`src/rtl/sync_fifo_mem.sv`:
```
// Storage array for sync_fifo: Depth x Width registers.
// One synchronous write port and one registered read port; the read register clears on reset.
module sync_fifo_mem #(
  parameter int Depth = 8,
  parameter int Width = 16,
  localparam int AW = $clog2(Depth)
) (
  input  logic             clk,
  input  logic             reset,
  input  logic             w_en,
  input  logic [AW-1:0]    w_addr,
  input  logic [Width-1:0] w_data,
  input  logic             r_en,
  input  logic [AW-1:0]    r_addr,
  output logic [Width-1:0] r_data
);

  logic [Width-1:0] mem [Depth];

  // Array contents survive reset; only the pointers decide what is valid.
  always_ff @(posedge clk) begin
    if (w_en) begin
      mem[w_addr] <= w_data;
    end
  end

  always_ff @(posedge clk) begin
    if (!reset) begin
      r_data <= '0;
    end else if (r_en) begin
      r_data <= mem[r_addr];
    end
  end

endmodule

```
`src/rtl/sync_fifo.sv`:
```
// Single-clock FIFO: pointers, occupancy count, registered full/empty flags and accept logic.
// Storage and the registered read data live in sync_fifo_mem.
module sync_fifo #(
  parameter int Depth = 8,
  parameter int Width = 16
) (
  input  logic             clk,
  input  logic             reset,
  input  logic             w_enb,
  input  logic             r_enb,
  input  logic [Width-1:0] din,
  output logic [Width-1:0] dout,
  output logic             full,
  output logic             empty
);

  localparam int AW = $clog2(Depth);
  localparam int CW = $clog2(Depth + 1);
  localparam logic [AW-1:0] LAST = AW'(Depth - 1);
  localparam logic [CW-1:0] FULL_CNT = CW'(Depth);

  logic [AW-1:0] wr_ptr;
  logic [AW-1:0] rd_ptr;
  logic [CW-1:0] count;
  logic [CW-1:0] count_next;
  logic          wr_acc;
  logic          rd_acc;

  // Acceptance uses the flags as registered before this edge; reset blocks both.
  assign wr_acc = reset && w_enb && !full;
  assign rd_acc = reset && r_enb && !empty;

  always_comb begin
    count_next = count;
    if (wr_acc && !rd_acc) begin
      count_next = count + CW'(1);
    end else if (rd_acc && !wr_acc) begin
      count_next = count - CW'(1);
    end
  end

  always_ff @(posedge clk) begin
    if (!reset) begin
      wr_ptr <= '0;
      rd_ptr <= '0;
      count  <= '0;
      full   <= 1'b0;
      empty  <= 1'b1;
    end else begin
      if (wr_acc) begin
        wr_ptr <= (wr_ptr == LAST) ? '0 : wr_ptr + AW'(1);
      end
      if (rd_acc) begin
        rd_ptr <= (rd_ptr == LAST) ? '0 : rd_ptr + AW'(1);
      end
      count <= count_next;
      full  <= (count_next == FULL_CNT);
      empty <= (count_next == '0);
    end
  end

  sync_fifo_mem #(
    .Depth(Depth),
    .Width(Width)
  ) u_mem (
    .clk   (clk),
    .reset (reset),
    .w_en  (wr_acc),
    .w_addr(wr_ptr),
    .w_data(din),
    .r_en  (rd_acc),
    .r_addr(rd_ptr),
    .r_data(dout)
  );

endmodule

```
`config.mk`:
```
export PLATFORM = sky130hd
export DESIGN_NAME = sync_fifo
export DESIGN_NICKNAME = d
export VERILOG_FILES = /design/src/rtl/sync_fifo_mem.sv /design/src/rtl/sync_fifo.sv
export SDC_FILE = /design/constraint.sdc
export NUM_CORES = 1
export LEC_CHECK = 0
export ABC_AREA = 1
export CORE_ASPECT_RATIO = 0.9
export CORE_MARGIN = 2
export CORE_UTILIZATION = 40
export CTS_CLUSTER_SIZE = 24
export DETAILED_ROUTE_END_ITERATION = 10
export HOLD_SLACK_MARGIN = 0.05
export PLACE_DENSITY = 0.65
export SLEW_MARGIN = 20
export SYNTH_ARGS = -nofsm -noshare
export SYNTH_HDL_FRONTEND = slang
export SYNTH_SLANG_ARGS = --single-unit
```
`constraint.sdc`:
```
create_clock -name clk -period 2.3 [get_ports clk]
set_clock_uncertainty 0.15 [all_clocks]
set_input_delay 0.46 -clock clk [delete_from_list [all_inputs] [get_ports clk]]
set_output_delay 0.46 -clock clk [all_outputs]
set_load 0.02 [all_outputs]
```
After elaboration in Yosys (flattened, before gate mapping). Memories as Yosys holds them, arrays and structs flattened. A register that Yosys moved wholly into a read port is not among the register bits. Index checks and enable logic that the tools add are counted.

Register bits after elaboration: 12. Memory bits (writable): 128. Input bits: 20. Output and inout bits: 18. Logic and storage cells: 31. Memories kept: 1.

Memory list: u_mem.mem (words 8, width 16, rd ports 1, clocked after Yosys merged registers in 1, write ports 1, line sync_fifo_mem.sv:18) `logic [Width-1:0] mem [Depth];`.

$add $sub $neg: 4. Equality and inequality tests: 3. Mux-type cells: 6. Reduce and logical (&&, ||, !) cells: 12.

Operators with widths (number): two-way mux 4 bit (2); adder 3 x 1 -> 3 bit (second input constant) (2); equality test 3 bit (second input constant) (2); logical AND 1 bit (6); two-way mux 3 bit (2); zero test 1 bit (5); adder 4 x 1 -> 4 bit (second input constant) (1); equality test 4 bit (second input constant) (1); zero test 4 bit (1); subtractor 4 x 1 -> 4 bit (second input constant) (1); two-way mux 1 bit (2).

Depth between registers and ports, before layout. Gate-level depths: netlist (run 1).

Depth in word-level cells: 7. Depth in mapped cells: 10. Mapped depth without buffers: 10.

Cells and area by module. From an unflattened synthesis (run 1), not the netlist that was laid out.

Cells, all modules: 695. Area total of the unflattened synthesis: 6912.9 um^2.

Modules (own cells, without submodules): sync_fifo_mem (instances 1, cells each 591, area an instance 6144.6 um^2, sequential area each 4164.0 um^2); sync_fifo (instances 1, cells each 104, area an instance 768.2 um^2, sequential area each 240.2 um^2).

Worst setup path before layout (run 1). Ideal clock, no wire load.

Path type: reg2reg. From: register full. To: memory u_mem.mem[1][0], enable pin. Library setup time: 388 ps. Arrival: 1530 ps. Data required time: 1762 ps. Slack: 231 ps. Cell stages (with the launch flop): 6. Buffers on the path: 0. Clock period less this slack: 2069 ps. Path through: dfxtp_1 inv_1 nand3_4 nor2_1 inv_1 nor2_1.

Cells in the longest elaborated chain, start to end: 4.

Ends and longest elaborated chain: start, declared (line sync_fifo.sv:13) `output logic full,`; start signal, assigned (line sync_fifo.sv:57) `full <= (count_next == FULL_CNT);`; zero test 1 bit (line sync_fifo.sv:30) `assign wr_acc = reset && w_enb && !full;`; logical AND 1 bit (line sync_fifo.sv:30); two-way mux 1 bit (line sync_fifo_mem.sv:22) `if (w_en) begin`; two-way mux 1 bit (not written as such) (line sync_fifo_mem.sv:23) `mem[w_addr] <= w_data;`; end, declared (line sync_fifo_mem.sv:18).

Every way passes these cells.

Final worst setup path (run 1).
From: register u_mem.r_data[3] (read register of u_mem.mem). To: output dout[3].

RTL lines: start, declared (line sync_fifo_mem.sv:15) `output logic [Width-1:0] r_data`; end, declared (line sync_fifo.sv:12) `output logic [Width-1:0] dout,`.

No word-level cell between the ends.

==> impl_metrics.env, run 1 <==
export IMPL_area_growth_pct=19.4
export IMPL_ys_seq_area_share_pct=70.2
export IMPL_postCtsHoldBufs=0
export IMPL_power_density_mw_per_mm2=893
export IMPL_drv_slew=0
export IMPL_final_core_util_pct=48.7
export IMPL_rsz0062_at_grt="no"
export IMPL_crit_path_start_kind="register"
export IMPL_dieArea_mm2=0.0167
export IMPL_synth_common_cells="edfxtp_1, nor2_1, o21ai_0"
export IMPL_synthFlopType="edfxtp_1"
export IMPL_grt_first_pass_wirelength_mm=20.9
export IMPL_async_reset_ff_share_pct=0
export IMPL_worstHoldStart="wr_ptr[0]"
export IMPL_die_h_um=123
export IMPL_worst_pin_slew_ns=0.581
export IMPL_cts_resized=0
export IMPL_clock_sinks=156
export IMPL_io_pins=38
export IMPL_crit_slowest_cell="clkdlybuf4s50_1"
export IMPL_crit_required_ns=1.69
export IMPL_hold_class="register to register"
export IMPL_root_buffer="clkbuf_16"
export IMPL_path_clk_slew_ns=0.06
export IMPL_path_buf_inv=1
export IMPL_vias_per_cell=5.20
export IMPL_antennaDiodeCount=0
export IMPL_cts_path_max_buffers=2
export IMPL_grt_pass1_vias=4090
export IMPL_slowest_delay_ns=0.64
export IMPL_hpwl_mm=8.23
export IMPL_grt_max_degree=67
export IMPL_synth_area_per_cell_um2=11.9
export IMPL_hold_viol=0
export IMPL_nets=602
export IMPL_cp_end_kind="output port"
export IMPL_ys_warn_count=0
export IMPL_fin_crit_ns=2.08
export IMPL_gp_congestion=0.831
export IMPL_yosys_area_top_type="edfxtp_1"
export IMPL_timing_fmax_mhz=480
export IMPL_firstDrtPassIters=4
export IMPL_syn_area_mm2=0.00627
export IMPL_gr_total_overflow=0
export IMPL_synth_edf_count=128
export IMPL_post_cts_setup_buffer_count=0
export IMPL_core_mm2=0.0154
export IMPL_design_area_mm2=0.00749
export IMPL_ir_drop_v=0.000562
export IMPL_cts_buffers=17
export IMPL_track_usage_pct=17.1
export IMPL_port_buffers=37
export IMPL_drt_iter0_drc=263
export IMPL_cts_tree="yes"
export IMPL_start_util_pct=40.7
export IMPL_crit_start="u_mem.r_data[3]"
export IMPL_num_rows=43
export IMPL_dieWidth_um=136
export IMPL_power_total_mw=6.68
export IMPL_outcome="complete, no violations"
export IMPL_setup_viol=0
export IMPL_maxSlewHeadroom_pct=61.0
export IMPL_clock_latency_ns=0.43
export IMPL_fillers=1407
export IMPL_htreeDepth=4
export IMPL_vias=4114
export IMPL_drc_errors=0
export IMPL_syn_instance_count=526
export IMPL_routedWlPerCell_um=16.4
export IMPL_p_leak_nw=2.59
export IMPL_yosysTopAreaCellShare_pct=61.3
export IMPL_antenna_found_initial=0
export IMPL_yosysMostFrequentCell="edfxtp_1"
export IMPL_synth_fp_nets=552
export IMPL_path_cells="clkdlybuf4s50_1"
export IMPL_ant_nets=0
export IMPL_ys_types=30
export IMPL_wl_mm=13.0
export IMPL_placed_area_mm2=0.00691
export IMPL_r2r_start="full"
export IMPL_synthTopCellsByArea="edfxtp_1, dfxtp_1, nor2_1, o21ai_0, o211ai_1"
export IMPL_ys_ff_latch=156
export IMPL_arrival_ns=1.47
export IMPL_cp_max_fo=2
export IMPL_max_cap_violations=0
export IMPL_fin_crit_sh_pct=90.5
export IMPL_crit_type="register to output port"
export IMPL_layout_drive_gt1_share_pct=11.9
export IMPL_crit_family="buffers and inverters"
## layer usage
layer  track usage (%)  share of wire [%]
met3              4.01                5.6
met2              26.8                 47
met1              22.2                 46
met5                 0                  0
met4              9.18                1.7
## kinds of logic after synthesis
| group | after synthesis | synth area share (%) |
|---|---|---|
| fa+ha+maj | 6 | 1.20 |
| xor+xnor | 1 | 0.140 |
| compound gates | 136 | 12.5 |
| flops | 156 | 70.2 |
| buf+inv | 49 | 4.39 |
| simple gates | 178 | 11.5 |
## sequential cells by signal (all words and copies together) (netlist names)
register	flops
empty	1
count	4
u_mem.mem	128
u_mem.r_data	16
wr_ptr	3
rd_ptr	3
full	1
## final timing paths
path                      to  cells past startpoint  slack, ns
max                  dout[3]                      1       0.22
max reg2reg  u_mem.mem[3][0]                      6       0.65
min                wr_ptr[0]                      2       0.37
min reg2reg        wr_ptr[0]                      2       0.37
## cells in the final DEF (no fill, tap or decap), drive strengths merged, types with 2 or more instances in the layout
cell           synthesis  layout
edfxtp               128     128
nor2                 117     117
o21ai                 82      82
nand2                 46      46
clkdlybuf4s50          0      37
o211ai                32      32
dfxtp                 28      28
inv                   19      28
buf                   20      23
a21oi                 20      20
clkbuf                 9      17
nand3                 13      13
ha                     6       6
clkinv                 1       4
a211oi                 2       2
clkinvlp               0       2
## where the power goes
part	total [mW]	switching (mW)	internal [mW]
Combinational	0.758	0.481	0.278
Sequential	3.20	0.0519	3.15
Clock	2.72	1.19	1.53
Total	6.68	1.73	4.96
## metrics by stage
| stage | worst slack, ns | hold slack, ns | cells | setup TNS, ns |
|---|---|---|---|---|
| floorplan | 0.231 | 0.335 | 526 | 0 |
| global placement | 0.0620 | 0.348 | 759 | 0 |
| detailed placement | -0.0492 | 0.364 | 759 | -0.0713 |
| CTS | 0.186 | 0.373 | 791 | 0 |
| global route | 0.177 | 0.422 | 791 | 0 |
| finish | 0.219 | 0.374 | 791 | 0 |
## area by class of cell
cell class                      instances  area, um2  share of cell area, %
Tap cell                              202        253                   3.38
Timing Repair Buffer                   60        581                   7.75
Inverter                               20       80.1                   1.07
Clock inverter                         15        153                   2.04
Multi-Input combinational cell        321       1590                   21.2
Sequential cell                       156       4410                   58.8
Clock buffer                           17        425                   5.68
Power figures use the tool's default switching activity.
==> run 2, diff against run 1 <==
--- a/config.mk
+++ b/config.mk
@@ -12,7 +12,7 @@
 export CTS_CLUSTER_SIZE = 24
 export DETAILED_ROUTE_END_ITERATION = 10
 export HOLD_SLACK_MARGIN = 0.05
-export PLACE_DENSITY = 0.65
+export PLACE_DENSITY = 0.57
 export SLEW_MARGIN = 20
 export SYNTH_ARGS = -nofsm -noshare
 export SYNTH_HDL_FRONTEND = slang
==> run 2 against run 1 <==
Against the previous run: sequential power about the same; combinational power barely moved; wire length rose by 3.5%; final cell count is 0.25% higher; clock-buffer cell count grew 8; maximum frequency increased by 2.1%; die area unchanged; critical path type unchanged; highest routed layer unchanged.
==> impl_metrics.env, run 2 (synthesis results as in run 1) <==
export IMPL_drv_slew=0
export IMPL_grt_first_pass_wirelength_mm=21.3
export IMPL_placed_area_mm2=0.00691
export IMPL_timing_fmax_mhz=490
export IMPL_sw_frac_of_total_pct=23.9
export IMPL_maxSlewHeadroom_pct=62.8
export IMPL_start_util_pct=40.7
export IMPL_setup_viol=0
export IMPL_routedWlPerCell_um=17.0
export IMPL_path_clk_slew_ns=0.06
export IMPL_hold_class="register to register"
export IMPL_r2r_slack_ns=0.67
export IMPL_power_share_clock_pct=39.8
export IMPL_antenna_found_initial=0
export IMPL_crit_start="full"
export IMPL_cp_end_kind="output port"
export IMPL_regMostFlops="u_mem.mem"
export IMPL_ir_drop_v=0.000522
export IMPL_io_pins=38
export IMPL_crit_slowest_cell="clkdlybuf4s50_1"
export IMPL_clock_latency_ns=0.42
export IMPL_cts_tree="yes"
export IMPL_core_mm2=0.0154
export IMPL_rsz0062_at_grt="no"
export IMPL_fin_crit_sh_pct=88.7
export IMPL_htreeDepth=4
export IMPL_layout_drive_gt1_share_pct=11.2
export IMPL_crit_family="buffers and inverters"
export IMPL_largestRegisters="u_mem.mem x128, u_mem.r_data x16, count x4"
export IMPL_outcome="complete, no violations"
export IMPL_nets=604
export IMPL_postCtsHoldBufs=0
export IMPL_cts_buffers=17
export IMPL_combinationalPowerShare_pct=11.5
export IMPL_vias=4008
export IMPL_power_total_mw=6.58
export IMPL_post_cts_setup_buffer_count=0
export IMPL_final_cell_mix="edfxtp_1, nor2_1, o21ai_0"
export IMPL_crit_required_ns=1.69
export IMPL_setup_ws_ns=0.261
export IMPL_drc_errors=0
export IMPL_dieWidth_um=136
export IMPL_gp_congestion=0.844
export IMPL_clock_sinks=156
export IMPL_hpwl_mm=8.82
export IMPL_path_cells="clkdlybuf4s50_1"
export IMPL_dp_slack_ns=0.0295
export IMPL_seqPwrFrac_pct=48.7
export IMPL_power_density_mw_per_mm2=882
export IMPL_crit_type="register to output port"
export IMPL_dieArea_mm2=0.0167
export IMPL_r2r_start="rd_ptr[0]"
export IMPL_design_area_mm2=0.00746
export IMPL_area_growth_pct=19.0
export IMPL_die_h_um=123
export IMPL_worstHoldStart="wr_ptr[0]"
export IMPL_drt_iter0_drc=299
export IMPL_ant_nets=0
export IMPL_max_cap_violations=0
export IMPL_cp_max_fo=3
export IMPL_grt_max_degree=67
export IMPL_num_rows=43
export IMPL_track_usage_pct=17.6
export IMPL_slowest_delay_ns=0.62
export IMPL_p_switching_mw=1.58
export IMPL_grt_pass1_vias=4003
export IMPL_firstDrtPassIters=4
export IMPL_path_buf_inv=1
export IMPL_hold_viol=0
export IMPL_tns_ns=0
export IMPL_arrival_ns=1.43
export IMPL_crit_path_start_kind="register"
export IMPL_largest_reg_flops=128
export IMPL_p_leak_nw=2.59
export IMPL_vias_per_cell=5.05
export IMPL_wl_mm=13.5
export IMPL_root_buffer="clkbuf_16"
export IMPL_antennaDiodeCount=0
export IMPL_port_buffers=37
export IMPL_p_int_mw=5.01
export IMPL_cts_resized=0
export IMPL_cts_path_max_buffers=2
export IMPL_layout_commonest_cell="edfxtp_1"
export IMPL_gr_total_overflow=0
export IMPL_worst_pin_slew_ns=0.554
export IMPL_fin_crit_ns=2.04
-- run 2: cell types whose count changed in the layout (fill, tap and decap cells not counted), sizes merged --
| cell | before | now |
|---|---|---|
| buf | 23 | 25 |
| clkbuf | 17 | 25 |
| clkinv | 4 | 5 |
| clkinvlp | 2 | 0 |
| inv | 28 | 21 |
-- run 2: area by class of cell --
cell class	count	area, um2
clock buffer	25	487
clock inverter	7	63.8
fill	1384	7920
inverter	20	80.1
multi-input combinational	321	1590
sequential	156	4410
tap	202	253
timing repair buffer	62	583
-- run 2: per-stage QoR --
step / std cells / utilization [%] / hold WS, ns
after detailed placement: 761 / 44.9 / 0.354
final: 793 / 48.5 / 0.370
after global routing: 793 / 48.5 / 0.391
after floorplan: 526 / - / 0.335
after global placement: 761 / 44.9 / 0.362
after CTS: 793 / 48.5 / 0.369
-- run 2: path summary, 6_finish.rpt --
path                           to  cells past startpoint
setup reg to reg  u_mem.r_data[6]                      7
hold / removal          wr_ptr[0]                      2
setup / recovery             full                      1
hold reg to reg         wr_ptr[0]                      2
-- run 2: power by group through the flow --
| stage | Combinational [mW] | Sequential [mW] | Clock [mW] |
|---|---|---|---|
| global placement | 0.772 | 3.26 | 0 |
| CTS | 0.777 | 3.20 | 2.66 |
| global route | 0.853 | 3.21 | 2.79 |
| detailed placement | 0.770 | 3.26 | 0 |
| finish | 0.760 | 3.20 | 2.62 |
| floorplan | 0.449 | 3.30 | 0 |
-- run 2: per-layer routing --
metal | track usage [%] | vias to the layer above | share of wire, % | wire, um
met5 | 0 | - | 0 | 0
met3 | 4.46 | 12 | 4.2 | 566
met2 | 30.3 | 94 | 52 | 6970
li1 | - | 1975 | - | -
met1 | 21.5 | 1927 | 43 | 5750
met4 | 6.38 | 0 | 1.4 | 183
